File: src/rtl/pipeline_pkg.sv
// Shared definitions for the arithmetic pipeline and its result collector.
package pipeline_pkg;

    localparam int PIPE_N     = 10;
    localparam int PIPE_LAT   = 3;
    localparam int PIPE_FRAME = 8;
    localparam int PIPE_SW    = PIPE_N + $clog2(PIPE_FRAME);

    typedef struct packed {
        logic [PIPE_SW-1:0] sum;
        logic [PIPE_N-1:0]  max;
        logic [7:0]         id;
    } frame_rec_t;

    typedef enum logic [1:0] {
        Q_EMPTY = 2'd0,
        Q_ONE   = 2'd1,
        Q_FULL  = 2'd2
    } q_state_e;

endpackage

File: src/rtl/result_fifo2.sv
// Two-entry record queue; slot0 is always the head, slot1 holds the second record.
module result_fifo2
    import pipeline_pkg::*;
#(
    parameter type rec_t = frame_rec_t
) (
    input  logic clk,
    input  logic rst,
    input  logic push_i,
    input  logic pop_i,
    input  rec_t din_i,
    output rec_t head_o,
    output logic full_o,
    output logic empty_o
);

    q_state_e state_q;
    rec_t     slot0_q;
    rec_t     slot1_q;

    // A push in FULL without a pop is silently dropped; the caller flags it.
    always_ff @(posedge clk or posedge rst) begin
        if (rst) begin
            state_q <= Q_EMPTY;
            slot0_q <= '0;
            slot1_q <= '0;
        end else begin
            case (state_q)
                Q_EMPTY: begin
                    if (push_i) begin
                        slot0_q <= din_i;
                        state_q <= Q_ONE;
                    end
                end
                Q_ONE: begin
                    if (push_i && pop_i) begin
                        slot0_q <= din_i;
                    end else if (push_i) begin
                        slot1_q <= din_i;
                        state_q <= Q_FULL;
                    end else if (pop_i) begin
                        state_q <= Q_EMPTY;
                    end
                end
                Q_FULL: begin
                    if (pop_i) begin
                        slot0_q <= slot1_q;
                        if (push_i) begin
                            slot1_q <= din_i;
                        end else begin
                            state_q <= Q_ONE;
                        end
                    end
                end
                default: state_q <= Q_EMPTY;
            endcase
        end
    end

    assign head_o  = slot0_q;
    assign full_o  = (state_q == Q_FULL);
    assign empty_o = (state_q == Q_EMPTY);

endmodule

File: src/rtl/pipeline_result_collector.sv
// Delay-matches the pipeline issue strobe, reduces frames of results to
// sum/max records and hands them out through a 2-entry valid/ready queue.
module pipeline_result_collector
    import pipeline_pkg::*;
#(
    parameter int N     = PIPE_N,
    parameter int LAT   = PIPE_LAT,
    parameter int FRAME = PIPE_FRAME,
    localparam int SW   = N + $clog2(FRAME)
) (
    input  logic          clk,
    input  logic          rst,
    input  logic          in_valid,
    input  logic [N-1:0]  F,
    output logic          out_valid,
    input  logic          out_ready,
    output logic [SW-1:0] out_sum,
    output logic [N-1:0]  out_max,
    output logic [7:0]    out_frame_id,
    output logic          overflow,
    output logic          busy
);

    localparam int CW = $clog2(FRAME);

    typedef struct packed {
        logic [SW-1:0] sum;
        logic [N-1:0]  max;
        logic [7:0]    id;
    } rec_t;

    logic [LAT-1:0] vdl_q, vdl_d;
    logic [CW-1:0]  cnt_q, cnt_d;
    logic [SW-1:0]  acc_q, acc_d;
    logic [N-1:0]   mx_q, mx_d;
    logic [7:0]     fid_q, fid_d;
    logic           ovf_q, ovf_d;

    logic [LAT:0]   shift_s;
    logic           v_al_s, first_s, last_s, pop_s, full_s, empty_s;
    logic [SW-1:0]  sum_s;
    logic [N-1:0]   max_s;
    rec_t           rec_s, head_s;

    // Next-state for delay line, frame reduction, frame id and sticky overflow.
    always_comb begin
        shift_s = {vdl_q, in_valid};
        vdl_d   = shift_s[LAT-1:0];
        v_al_s  = vdl_q[LAT-1];
        first_s = (cnt_q == '0);
        last_s  = v_al_s && (cnt_q == CW'(FRAME - 1));
        sum_s   = first_s ? SW'(F) : (acc_q + SW'(F));
        max_s   = (first_s || (F > mx_q)) ? F : mx_q;
        pop_s   = out_ready && !empty_s;
        rec_s   = '{sum: sum_s, max: max_s, id: fid_q};

        cnt_d = cnt_q;
        acc_d = acc_q;
        mx_d  = mx_q;
        fid_d = fid_q;
        if (v_al_s) begin
            acc_d = sum_s;
            mx_d  = max_s;
            cnt_d = last_s ? '0 : (cnt_q + CW'(1));
        end else begin
            cnt_d = cnt_q;
        end
        if (last_s) begin
            fid_d = fid_q + 8'd1;
        end else begin
            fid_d = fid_q;
        end
        ovf_d = ovf_q | (last_s && full_s && !pop_s);
    end

    // State registers.
    always_ff @(posedge clk or posedge rst) begin
        if (rst) begin
            vdl_q <= '0;
            cnt_q <= '0;
            acc_q <= '0;
            mx_q  <= '0;
            fid_q <= 8'd0;
            ovf_q <= 1'b0;
        end else begin
            vdl_q <= vdl_d;
            cnt_q <= cnt_d;
            acc_q <= acc_d;
            mx_q  <= mx_d;
            fid_q <= fid_d;
            ovf_q <= ovf_d;
        end
    end

    result_fifo2 #(.rec_t(rec_t)) u_fifo (
        .clk     (clk),
        .rst     (rst),
        .push_i  (last_s),
        .pop_i   (pop_s),
        .din_i   (rec_s),
        .head_o  (head_s),
        .full_o  (full_s),
        .empty_o (empty_s)
    );

    assign out_valid    = !empty_s;
    assign out_sum      = head_s.sum;
    assign out_max      = head_s.max;
    assign out_frame_id = head_s.id;
    assign overflow     = ovf_q;
    assign busy         = (|vdl_q) | (cnt_q != '0);

endmodule

File: config.mk
export PLATFORM = sky130hd
export DESIGN_NAME = pipeline_result_collector
export DESIGN_NICKNAME = d
export VERILOG_FILES = /design/src/rtl/pipeline_pkg.sv /design/src/rtl/result_fifo2.sv /design/src/rtl/pipeline_result_collector.sv
export SDC_FILE = /design/constraint.sdc
export NUM_CORES = 1
export LEC_CHECK = 0
export CAP_MARGIN = 20
export CORE_ASPECT_RATIO = 0.7
export CORE_UTILIZATION = 45
export CTS_CLUSTER_DIAMETER = 120
export DETAILED_ROUTE_END_ITERATION = 8
export GPL_TIMING_DRIVEN = 0
export HOLD_SLACK_MARGIN = 0.15
export SLEW_MARGIN = 20
export SYNTH_ARGS = -nofsm -noshare
export SYNTH_HDL_FRONTEND = slang
export SYNTH_HIERARCHICAL = 1
export SYNTH_SLANG_ARGS = --single-unit
export TNS_END_PERCENT = 1
File: constraint.sdc
create_clock -name clk -period 7.6 [get_ports clk]
set_input_delay 1.14 -clock clk [delete_from_list [all_inputs] [get_ports clk]]
set_output_delay 1.14 -clock clk [all_outputs]
set_load 0.01 [all_outputs]
==> results.sh <==
export IMPL_status="complete, no violations"
export IMPL_crit_fanout=4
export IMPL_synth_edf_count=0
export IMPL_syn_cell_area_um2=5610
export IMPL_wl_per_cell_um=17.9
export IMPL_design_final_nets=552
export IMPL_htree_levels=3
export IMPL_worst_pin_slew_ns=0.508
export IMPL_cts_buffers_inserted=9
export IMPL_rows=33
export IMPL_die_w_um=135
export IMPL_crit_required_ns=7.83
export IMPL_dp_hpwl_mm=8.98
export IMPL_cp_end_kind="flip-flop"
export IMPL_period_minus_slack_ns=3.81
export IMPL_die_area_um2=12900
export IMPL_clock_skew_final_ns=0.00710
export IMPL_start_util=0.470
export IMPL_holdBufCountCts=0
export IMPL_antenna_found_initial=0
export IMPL_start_kind="input pin"
export IMPL_dr_pass1_iters=4
export IMPL_wirelength_mm=12.1
export IMPL_gp_congestion=0.841
export IMPL_ys_types=61
export IMPL_post_cts_resized=0
export IMPL_portBuffers=47
export IMPL_yosys_most_used_dff="dfrtp_1"
export IMPL_yosys_warnings=6
export IMPL_clkTransAtPathRegs_ns=0.07
export IMPL_vias=3691
export IMPL_drcViolationCount=0
export IMPL_fillers=1026
export IMPL_synth_top_cell_by_area="dfrtp_1"
export IMPL_clk_latency_ns=0.35
export IMPL_holdWs_ns=0.367
export IMPL_power_density_nw_per_um2=380
export IMPL_final_common_cell="dfrtp_1"
export IMPL_ioPinCount=48
export IMPL_grt_overflow=0
export IMPL_viasPerCell=5.47
export IMPL_timing_final_hold_violations=0
export IMPL_hp_class="reg -> reg"
export IMPL_post_route_period_util=0.501
export IMPL_drive_gt1_frac=0.315
export IMPL_core_um2=11900
export IMPL_root_buffer="clkbuf_16"
export IMPL_grt_pass1_wl_mm=20.1
export IMPL_avgSynthCellArea_um2=12.4
export IMPL_synth_async_reset_ratio=1.00
export IMPL_die_height_um=95.4
export IMPL_num_antenna_cells=0
export IMPL_grt_pass1_vias=3745
export IMPL_criticalPathCategory="in -> reg"
export IMPL_fin_setup_tns_ns=0
export IMPL_relSlewSlack=0.659
export IMPL_final_cell_mix="102 x dfrtp_1, 86 x mux2_2, 47 x clkdlybuf4s50_1"
export IMPL_drtIter0Drc=155
export IMPL_grt_start_max_net_pins=34
export IMPL_design_power_total_w=0.00253
export IMPL_cts_sinks=102
export IMPL_synth_sequential_area_ratio=0.455
export IMPL_instances_no_fill=675
export IMPL_cts_tree="done"
export IMPL_grtUsageTotal=0.210
export IMPL_areaGrowthSynthToFinish_pct=18.5
export IMPL_synth_cells=453
export IMPL_maxCapViolCount=0
export IMPL_leakagePower_nw=3.07
export IMPL_dp_cells=659
export IMPL_rsz0062_at_grt="false"
export IMPL_synth_top_area_share=0.455
export IMPL_ys_ff_latch=102
export IMPL_cp_arrival_ns=4.04
export IMPL_maxSlewViolCount=0
export IMPL_clockBufferDepth=2
export IMPL_synth_area_leaders="dfrtp_1 46%, mux2_2 17%, mux2_4 8.0%, ha_1 5.4%, o21ai_0 1.6%"
export IMPL_syn_num_nets=492
export IMPL_fmax_mhz=263
export IMPL_drtAntennaViolNets=0
export IMPL_cts_setup_buffers=0
export IMPL_ir_drop_mv=0.165
export IMPL_setup_viol=0
[worst max-delay path, cell delays in order]
cell and delay [ns]:
clkdlybuf4s50_1 0.48, ha_1 0.27, fa_1 0.43, a211oi_1 0.24
o21bai_1 0.22, a211o_1 0.34, a211oi_1 0.24, nor3_1 0.10
mux2_2 0.30, mux2_4 0.26
[flip-flops by register name, summed over array words and instances, names as in the netlist]
| signal | count |
|---|---|
| acc_q | 13 |
| mx_q | 10 |
| u_fifo/head_o | 31 |
| u_fifo/state_q | 2 |
| u_fifo/slot1_q | 31 |
| fid_q | 8 |
| cnt_q | 3 |
| vdl_q | 3 |
| overflow | 1 |
[through the flow]
step,util,area [um2],setup WS [ns]
floorplan,-,5610,4.26
global placement,0.526,6280,3.44
detailed placement,0.530,6320,3.43
CTS,0.557,6650,3.79
global route,0.557,6650,3.64
finish,0.557,6650,3.79
[path summary, 6_finish.rpt]
kind                                      start                              to  slack [ns]  depth (start not counted)
min reg2reg                  vdl_q[0]$_DFF_PP0_              vdl_q[1]$_DFF_PP0_        0.37                          0
min                          vdl_q[0]$_DFF_PP0_              vdl_q[1]$_DFF_PP0_        0.37                          0
max                                        F[0]   u_fifo/head_o[28]$_DFFE_PP0P_        3.79                         10
max in group asynchronous                   rst  u_fifo/slot1_q[28]$_DFFE_PP0P_        5.88                          3
max reg2reg                acc_q[0]$_DFFE_PP0P_   u_fifo/head_o[28]$_DFFE_PP0P_        4.73                          9
min in group asynchronous                   rst            fid_q[5]$_DFFE_PP0P_        1.13                          2
[synth_stat cells (all sizes together) (2+ instances only)]
| library cell | n |
|---|---|
| mux2 | 117 |
| dfrtp | 102 |
| ha | 24 |
| nor2 | 20 |
| inv | 19 |
| o21ai | 18 |
| nand2 | 17 |
| a21oi | 15 |
| buf | 12 |
| clkbuf | 10 |
| xor2 | 9 |
| a21o | 8 |
| and3 | 6 |
| nand3 | 6 |
| a211oi | 5 |
| nand2b | 5 |
| o22ai | 5 |
| o31ai | 5 |
| xnor2 | 5 |
| nand4 | 4 |
| nor2b | 3 |
| or3 | 3 |
| or4 | 3 |
| a211o | 2 |
| a21boi | 2 |
| a31oi | 2 |
| and2 | 2 |
| and2b | 2 |
| nor3 | 2 |
| o211ai | 2 |
| o21a | 2 |
| o221ai | 2 |
| o41ai | 2 |
[final cells by class]
type / instances / area (um2) / share of cell area
Tap cell: 157 / 196 / 0.0296
Clock inverter: 7 / 104 / 0.0156
Sequential cell: 102 / 2550 / 0.384
Timing Repair Buffer: 49 / 510 / 0.0768
Multi-Input combinational cell: 310 / 2830 / 0.426
Buffer: 22 / 153 / 0.0230
Clock buffer: 9 / 225 / 0.0339
Inverter: 19 / 73.8 / 0.0111
[layer usage]
| metal | vias up | GRT usage | part of all wire |
|---|---|---|---|
| met5 | - | 0 | 0 |
| met4 | 0 | 0.0571 | 0.0089 |
| met3 | 12 | 0.0399 | 0.039 |
| met2 | 63 | 0.318 | 0.44 |
| met1 | 1855 | 0.306 | 0.51 |
| li1 | 1761 | - | - |
[cell families after synthesis]
kind of cell | after synthesis | share of synthesized area
multiplexers | 118 | 0.257
adder cells (fa/ha/maj) | 25 | 0.0571
buffers and inverters | 41 | 0.0399
XOR/XNOR | 14 | 0.0219
flip-flops | 102 | 0.455
AO/OA/AOI/OAI | 78 | 0.101
AND/OR/NAND/NOR | 75 | 0.0683
[where the power goes]
part / internal [W] / switching [W] / total, W
registers: 0.000728 / 0.000122 / 0.000850
clock network: 0.000293 / 0.000209 / 0.000502
logic: 0.000631 / 0.000545 / 0.00118
total: 0.00165 / 0.000876 / 0.00253
(Power assumes the default switching activity.)
